--- config.mk ---
export PLATFORM = sky130hd
export DESIGN_NAME = mem_lsu
export DESIGN_NICKNAME = d
export VERILOG_FILES = /design/src/rtl/lsu_pkg.sv /design/src/rtl/lsu_lane_mux.sv /design/src/rtl/mem_lsu.sv
export SDC_FILE = /design/constraint.sdc
export NUM_CORES = 1
export LEC_CHECK = 0
export ABC_AREA = 0
export BUFFER_PORTS_ARGS = -buffer_cell sky130_fd_sc_hd__clkbuf_2
export CORE_MARGIN = 5
export CORE_UTILIZATION = 47
export DETAILED_ROUTE_END_ITERATION = 8
export GPL_TIMING_DRIVEN = 0
export PLACE_DENSITY = 0.8
export SYNTH_ARGS = -nofsm -noshare
export SYNTH_HDL_FRONTEND = slang
export SYNTH_SLANG_ARGS = --single-unit
--- constraint.sdc ---
create_clock -name clk -period 1.9 [get_ports clk]
set_input_delay 0.19 -clock clk [delete_from_list [all_inputs] [get_ports clk]]
set_output_delay 0.19 -clock clk [all_outputs]
set_load 0.1 [all_outputs]
--- src/rtl/lsu_pkg.sv ---
// Shared encodings for the load/store unit: access sizes, lane indices and FSM states.
// Also holds the alignment rule used to reject requests before touching memory.
package lsu_pkg;

    localparam logic [1:0] SZ_BYTE = 2'b00;
    localparam logic [1:0] SZ_HALF = 2'b01;
    localparam logic [1:0] SZ_WORD = 2'b10;
    localparam logic [1:0] SZ_ILL  = 2'b11;

    localparam int LANE_W    = 8;
    localparam int NUM_LANES = 4;

    // Little-endian lane numbering: LANE0 is bits 7:0
    localparam logic [1:0] LANE0 = 2'd0;
    localparam logic [1:0] LANE1 = 2'd1;
    localparam logic [1:0] LANE2 = 2'd2;
    localparam logic [1:0] LANE3 = 2'd3;

    typedef enum logic [2:0] {
        ST_IDLE,
        ST_RD,
        ST_CAP,
        ST_WR,
        ST_RESP
    } state_e;

    function automatic logic req_bad(input logic [1:0] size, input logic [1:0] lo);
        return (size == SZ_ILL) ||
               ((size == SZ_HALF) && lo[0]) ||
               ((size == SZ_WORD) && (lo != 2'b00));
    endfunction

endpackage

--- src/rtl/lsu_lane_mux.sv ---
// Combinational lane logic: merges store data into a memory word and extracts
// sign/zero-extended load data from it.
module lsu_lane_mux
    import lsu_pkg::*;
(
    input  logic [1:0]  size_i,
    input  logic        unsigned_i,
    input  logic [1:0]  lane_i,
    input  logic [31:0] rword_i,
    input  logic [31:0] wdata_i,
    output logic [31:0] merged_o,
    output logic [31:0] rdata_o
);

    generate
        for (genvar gi = 0; gi < NUM_LANES; gi++) begin : g_lane
            logic byte_hit;
            logic half_hit;

            assign byte_hit = (size_i == SZ_BYTE) && (lane_i == 2'(gi));
            assign half_hit = (size_i == SZ_HALF) && (lane_i[1] == 1'(gi >> 1));

            // Half stores take the low or high byte of wdata[15:0] depending on lane parity
            assign merged_o[LANE_W*gi +: LANE_W] =
                (size_i == SZ_WORD) ? wdata_i[LANE_W*gi +: LANE_W] :
                byte_hit            ? wdata_i[7:0] :
                half_hit            ? wdata_i[LANE_W*(gi % 2) +: LANE_W] :
                                      rword_i[LANE_W*gi +: LANE_W];
        end
    endgenerate

    logic [7:0]  byte_sel;
    logic [15:0] half_sel;

    always_comb begin
        byte_sel = 8'h00;
        case (lane_i)
            LANE0:   byte_sel = rword_i[7:0];
            LANE1:   byte_sel = rword_i[15:8];
            LANE2:   byte_sel = rword_i[23:16];
            LANE3:   byte_sel = rword_i[31:24];
            default: byte_sel = 8'h00;
        endcase
        half_sel = lane_i[1] ? rword_i[31:16] : rword_i[15:0];

        rdata_o = 32'h0;
        case (size_i)
            SZ_BYTE: rdata_o = {{24{~unsigned_i & byte_sel[7]}}, byte_sel};
            SZ_HALF: rdata_o = {{16{~unsigned_i & half_sel[15]}}, half_sel};
            SZ_WORD: rdata_o = rword_i;
            default: rdata_o = 32'h0;
        endcase
    end

endmodule

--- src/rtl/mem_lsu.sv ---
// Load/store unit in front of a word-wide memory: alignment checks, read-modify-write
// for sub-word stores and extended load data, driven by a five-state FSM.
module mem_lsu
    import lsu_pkg::*;
#(
    parameter int DATA_WIDTH = 32,
    parameter int ADDR_WIDTH = 32
) (
    input  logic                  clk,
    input  logic                  rst,
    input  logic                  req_valid,
    output logic                  req_ready,
    input  logic                  req_we,
    input  logic [1:0]            req_size,
    input  logic                  req_unsigned,
    input  logic [ADDR_WIDTH-1:0] req_addr,
    input  logic [DATA_WIDTH-1:0] req_wdata,
    output logic                  resp_valid,
    output logic [DATA_WIDTH-1:0] resp_rdata,
    output logic                  resp_err,
    output logic [ADDR_WIDTH-1:0] mem_addr,
    output logic [DATA_WIDTH-1:0] mem_data,
    output logic                  mem_we,
    input  logic [DATA_WIDTH-1:0] mem_dataout
);

    state_e                state_q;
    logic                  ready_q;
    logic                  resp_valid_q;
    logic                  resp_err_q;
    logic [DATA_WIDTH-1:0] resp_rdata_q;
    logic                  mem_we_q;
    logic [DATA_WIDTH-1:0] mem_data_q;
    logic [ADDR_WIDTH-1:0] addr_q;
    logic [1:0]            size_q;
    logic                  we_q;
    logic                  uns_q;
    logic [DATA_WIDTH-1:0] wdata_q;

    logic                  bad_d;
    logic [DATA_WIDTH-1:0] merged;
    logic [DATA_WIDTH-1:0] extracted;

    assign bad_d = req_bad(req_size, req_addr[1:0]);

    // The lane mux looks straight at mem_dataout during CAP, so the captured read
    // lands directly in the registered write data or load result.
    lsu_lane_mux u_lane_mux (
        .size_i     (size_q),
        .unsigned_i (uns_q),
        .lane_i     (addr_q[1:0]),
        .rword_i    (mem_dataout),
        .wdata_i    (wdata_q),
        .merged_o   (merged),
        .rdata_o    (extracted)
    );

    always_ff @(posedge clk) begin
        if (rst) begin
            state_q      <= ST_IDLE;
            ready_q      <= 1'b1;
            resp_valid_q <= 1'b0;
            resp_err_q   <= 1'b0;
            resp_rdata_q <= '0;
            mem_we_q     <= 1'b0;
            mem_data_q   <= '0;
            addr_q       <= '0;
            size_q       <= SZ_BYTE;
            we_q         <= 1'b0;
            uns_q        <= 1'b0;
            wdata_q      <= '0;
        end else begin
            case (state_q)
                ST_IDLE: begin
                    if (req_valid) begin
                        addr_q  <= req_addr;
                        size_q  <= req_size;
                        we_q    <= req_we;
                        uns_q   <= req_unsigned;
                        wdata_q <= req_wdata;
                        ready_q <= 1'b0;
                        if (bad_d) begin
                            state_q      <= ST_RESP;
                            resp_valid_q <= 1'b1;
                            resp_err_q   <= 1'b1;
                        end else if (req_we && (req_size == SZ_WORD)) begin
                            state_q    <= ST_WR;
                            mem_we_q   <= 1'b1;
                            mem_data_q <= req_wdata;
                        end else begin
                            state_q <= ST_RD;
                        end
                    end
                end
                ST_RD: state_q <= ST_CAP;
                ST_CAP: begin
                    if (we_q) begin
                        state_q    <= ST_WR;
                        mem_we_q   <= 1'b1;
                        mem_data_q <= merged;
                    end else begin
                        state_q      <= ST_RESP;
                        resp_valid_q <= 1'b1;
                        resp_rdata_q <= extracted;
                    end
                end
                ST_WR: begin
                    state_q      <= ST_RESP;
                    mem_we_q     <= 1'b0;
                    resp_valid_q <= 1'b1;
                end
                ST_RESP: begin
                    state_q      <= ST_IDLE;
                    ready_q      <= 1'b1;
                    resp_valid_q <= 1'b0;
                    resp_err_q   <= 1'b0;
                    resp_rdata_q <= '0;
                end
                default: begin
                    state_q  <= ST_IDLE;
                    ready_q  <= 1'b1;
                    mem_we_q <= 1'b0;
                end
            endcase
        end
    end

    assign req_ready  = ready_q;
    assign resp_valid = resp_valid_q;
    assign resp_err   = resp_err_q;
    assign resp_rdata = resp_rdata_q;
    assign mem_addr   = {addr_q[ADDR_WIDTH-1:2], 2'b00};
    assign mem_data   = mem_data_q;
    // A reset arriving during WR must kill the write in that same cycle
    assign mem_we     = mem_we_q & ~rst;

endmodule
# Word level (Yosys, flattened, before mapping)
# Cells that the tools add are included.
[op_classes]
eq_ne = 18
bitwise = 8
n_mux = 39
order_cmp = 0
add_sub_neg = 0
reduce_logical = 28
shift = 0
div = 0
n_mul = 0
[ops]
columns = ["operator", "n"]
rows = [
  ["32-bit two-way mux", 5],
  ["32-bit one-hot mux with 2 select lines", 2],
  ["8-bit two-way mux", 12],
  ["32-bit one-hot mux with 3 select lines", 1],
  ["8-bit one-hot mux with 4 select lines", 1],
  ["16-bit two-way mux", 1],
  ["2-bit inequality test (second input constant)", 6],
  ["3-bit one-hot mux with 4 select lines", 1],
  ["2-bit equality test (second input constant)", 5],
  ["5-bit AND reduction", 2],
  ["1-bit logical AND", 9],
  ["3-bit two-way mux", 3],
  ["1-bit two-way mux", 8],
  ["2-bit nonzero test", 4],
  ["2-bit by 1-bit equality test with 1-bit output (second input constant)", 3],
  ["3-bit by 2-bit equality test with 1-bit output (second input constant)", 2],
  ["2-bit AND reduction", 3],
  ["1-bit NOT", 5],
  ["2-bit logical NOT", 2],
  ["1-bit one-hot mux with 2 select lines", 2],
  ["1-bit one-hot mux with 4 select lines", 1],
  ["4-bit AND reduction", 1],
  ["4-bit nonzero test", 1],
  ["1-bit bitwise AND", 3],
  ["other kinds (9)", 10],
]
[word_totals]
n_memories = 0
output_inout_bits = 100
latchBits = 0
in_bits = 103
reg_bits = 139
word_cells = 105
ramBits = 0
romBits = 0

# Logic depth before layout (Yosys ltp)
[depth]
ltp_word = 7
depth_mapped = 9
depth_no_buf = 5

# Cells and area by module
# From an unflattened synthesis, not the netlist that was laid out.
[hier_totals]
hier_cells = 857
area_unflattened_um2 = 6962.9
[by_module_without_submodules]
columns = ["mod", "seq_area_each_um2", "n_inst", "area_each_um2", "cells_per_inst"]
rows = [
  ["mem_lsu", 2782.7, 1, 5527.8, 640],
  ["lsu_lane_mux", 0.0, 1, 1435.1, 217],
]

# Least setup slack after synthesis
# OpenSTA, ideal clock, no wires.
[synth_timing]
path_kind = "input -> output"
from = "in rst"
to = "out mem_we"
t_arrival_ns = 1.860
path_slack_ns = -0.150
path_buffers = 2
t_required_ns = 1.710
path_stages = 3
cell_sequence = "clkbuf_1 -> clkbuf_1 -> nor2b_1"
[synth_via]
elab_chain_len = 2
[synth_rtl]
columns = ["item", "line", "source"]
rows = [
  ["from (decl)", "mem_lsu.sv:10", "input logic rst,"],
  ["1-bit NOT", "mem_lsu.sv:135", "assign mem_we = mem_we_q & ~rst;"],
  ["1-bit bitwise AND", "mem_lsu.sv:135", ""],
  ["to (decl)", "mem_lsu.sv:23", "output logic mem_we,"],
]
# Every way passes these cells.

# Worst setup path after layout
[layout_timing]
from = "reg size_q[1]"
to = "reg resp_rdata_q[7], in the netlist resp_rdata[7]"
[layout_via]
elab_chain_len = 4
elab_cells_between_ends = 6
classes_between = "2 x eq/ne; 3 x mux; 1 x reduce/logical"
[layout_rtl]
columns = ["item", "line", "source"]
rows = [
  ["from (decl)", "mem_lsu.sv:35", "logic [1:0] size_q;"],
  ["from (signal assigned)", "mem_lsu.sv:77", "size_q <= req_size;"],
  ["2-bit equality test, or another cell as far along", "lsu_lane_mux.sv:47", "case (size_i)"],
  ["32-bit one-hot mux with 3 select lines *", "lsu_lane_mux.sv:47", ""],
  ["32-bit two-way mux *", "mem_lsu.sv:97", "if (we_q) begin"],
  ["32-bit one-hot mux with 2 select lines *", "mem_lsu.sv:73", "case (state_q)"],
  ["to (signal assigned)", "mem_lsu.sv:104", "resp_rdata_q <= extracted;"],
  ["to (decl)", "mem_lsu.sv:31", "logic [DATA_WIDTH-1:0] resp_rdata_q;"],
]
# Every way passes the cells marked *; elsewhere a longest branch is shown, timed or not. The select of a mux whose other input is x is not followed.
# A chain may end at the register's enable or synchronous reset.

==> impl_metrics.ini <==
[outcome]
status = finished, final reports clean

[finish]
fillers = 1179
final_common_cell = clkbuf_2
area_growth_pct = 36.87
post-route-cell-area_um2 = 9248
mostFrequentLayoutCells = 227 x clkbuf_2, 161 x nand2_1, 145 x a21oi_1
drive_gt1_share_pct = 30.77
antenna_cells = 0
nets = 1221

[sta]
max_slew_margin_pct = 56.32
rsz0062_at_grt = false
setup-violations-final = 0
hold_viol = 0
period_needed_ps = 1829
max_freq_ghz = 0.5468
finalCritPeriodShare_pct = 96.26
tightest_slew_ps = 655.2
finalClockSkew_ps = 8.356
finalMaxSlewViolations = 0
timing.final.ws_setup_ps = 71.05

[detailed_routing]
drcViolationCount = 0
via_per_inst = 5.765
avgRoutedWirePerCell_um = 18.96
ant_nets = 0
drt-total-wl_mm = 24.86
vias = 7558
drt-pass1-iter-count = 5
drtIter0Drc = 793

[synth]
ys_types = 45
synth-seq-cells = 139
muxShareOfSynthArea_pct = 5.222
syn_avg_cell_area_um2 = 7.912
synth_area_um2 = 6756
synth_xor_area_share_pct = 0
synth_edf_count = 0
synth_fa_ha_area_share_pct = 0
syn_inst = 854
synth_compound_area_share_pct = 27.30
synth-simple-area-share_pct = 17.35
synthFlopType = dfxtp_1
synth-async-reset-ratio_pct = 0
ys_warn_count = 0
ys_seq_area_share_pct = 41.19
synth_top_family_by_area = compound AO/OA/AOI/OAI gates

[cts]
h-tree-depth = 4
clk-insertion-delay-late_ps = 430
cts_tree = yes
cts-buffers-inserted = 17
clock-sinks = 139
cts-root-buf = clkbuf_16
clock_path_buffers = 2
clk_pin_slew_ps = 60

[setup_path]
worst-path-buf-inv = 3
worstRegToRegCells = 6
critPathKind = reg2reg
path_cells = buf_2 > clkbuf_1 > clkbuf_2 > nor2_1 > a21oi_1 > o2bb2ai_1
crit_path_end_kind = register
regToRegEndpoint = resp_rdata[7]
cp_max_fo = 10
critical_path_arrival_ps = 2130
slowest_delay_ps = 370
rrSetupSlack_ps = 70
crit_family = buffers and inverters
critical_path.slowest_cell = clkbuf_1
required_ps = 2200
critPathLaunchType = register
r2r_start = size_q[1]

[floorplan]
dieArea_um2 = 16870
rows = 43
die_y_um = 129.9
core_area_um2 = 13990
die_x_um = 129.9
start_util_pct = 48.30
ioPinCount = 203

[grt]
grt_start_max_net_pins = 17
grt_pass1_vias = 7232
track_usage_pct = 29.08
antenna_found_initial = 0
grt_pass1_wl_mm = 38.32
gr-total-overflow = 0

[power_and_ir_drop]
power.density_nw_per_um2 = 979.4
leakagePower_nw = 3.953
irDropWorstVdd_mv = 0.6270

[flow_run]
drv_cap = 0

[place]
post-dp-hpwl_mm = 18.02
port_buffers = 199
preCtsSetupSlack_ps = -414.3
placed_area_um2 = 7985
gp_congestion = 0.9996

[hold_path]
hold_class = in2reg
hold_depth = 3
hp-start = req_addr[2]
holdPathEnd = addr_q[2]
cells in the mapped netlist (9+ instances only):
cell type	instances	share of area (%)
a21oi_1	146	11
o21ai_0	23	1.7
buf_4	33	3.7
nor2_1	57	3.2
a211o_1	9	1.2
buf_2	9	0.67
o211ai_1	16	1.8
a221oi_1	11	1.4
mux2i_1	24	3.6
a211oi_1	24	2.7
o2bb2ai_1	16	2.1
clkbuf_1	64	3.6
a22oi_1	16	1.8
inv_1	9	0.50
nand2_1	161	8.9
mux2_2	10	1.7
nor3b_1	14	1.6
a31oi_1	9	0.83
dfxtp_1	139	41
cell families after synthesis:
group / Yosys count
and+or+nand+nor: 269
buffers and inverters: 120
DFF: 139
muxes: 34
other: 1
AOI/OAI and AO/OA: 291
worst max-delay path by stage:
stage          depth (start not counted)  slack [ps]        endpoint  startpoint
2_1_floorplan                          7          20  resp_rdata[16]  state_q[0]
3_3_place_gp                           9        -400   resp_rdata[8]  state_q[2]
3_5_place_dp                           9        -410   resp_rdata[7]  state_q[2]
4_1_cts                                6           2   resp_rdata[2]   addr_q[1]
5_1_grt                                6           4     mem_data[8]   addr_q[1]
6_report                               6          70   resp_rdata[7]   size_q[1]
state kept, by name, indices dropped and copies added (netlist names):
register	count
wdata_q	32
mem_we_q	1
addr_q	32
state_q	3
size_q	2
resp_valid	1
req_ready	1
mem_data	32
uns_q	1
resp_err	1
resp_rdata	32
we_q	1
worst min-delay path, stage by stage:
cell and delay (ps):
clkbuf_2 80, nand2_1 60, a21oi_1 60
per-stage QoR:
stage	TNS, ps	power (mW)	util (%)	instances	hold WS (ps)
2_1_floorplan	0	4.707	-	855	326.0
3_3_place_gp	-19420	5.213	57.08	1234	412.3
3_5_place_dp	-22320	5.237	57.08	1234	418.7
4_1_cts	0	9.000	65.66	1311	0.04854
5_1_grt	0	9.359	66.11	1311	17.17
6_report	0	9.057	66.11	1311	7.035
where the power goes:
part | total [mW] | switching [mW] | internal, mW
registers | 3.21 | 0.132 | 3.08
clock network | 3.70 | 1.32 | 2.38
logic | 2.15 | 1.51 | 0.643
total | 9.06 | 2.96 | 6.10
metal layers:
| layer | global-route usage (%) | vias up | wire length [um] |
|---|---|---|---|
| met2 | 45.47 | 468 | 11030 |
| met5 | 0 | - | 0 |
| li1 | - | 3516 | - |
| met3 | 7.204 | 79 | 2569 |
| met4 | 12.78 | 0 | 1007 |
| met1 | 38.22 | 3495 | 10250 |
area by class of cell:
cell class,instances,area [um^2],area share [%]
repair buffers,252,1501,16.24
clock buffers,19,442.9,4.790
plain buffers,103,600.6,6.494
well taps,180,225.2,2.435
flip-flops and latches,139,2786,30.13
multi-input cells,596,3443,37.23
inverters,9,33.78,0.3653
clock inverters,13,214.0,2.314
timing repair:
item,in CTS,in global routing
pin swaps,5,2
hold endpoints to repair,43,0
setup endpoints to repair,132,123
setup buffers,8,2
hold buffers,43,0
resized for setup,38,49
Note: power is estimated with default switching activity, not from simulation.
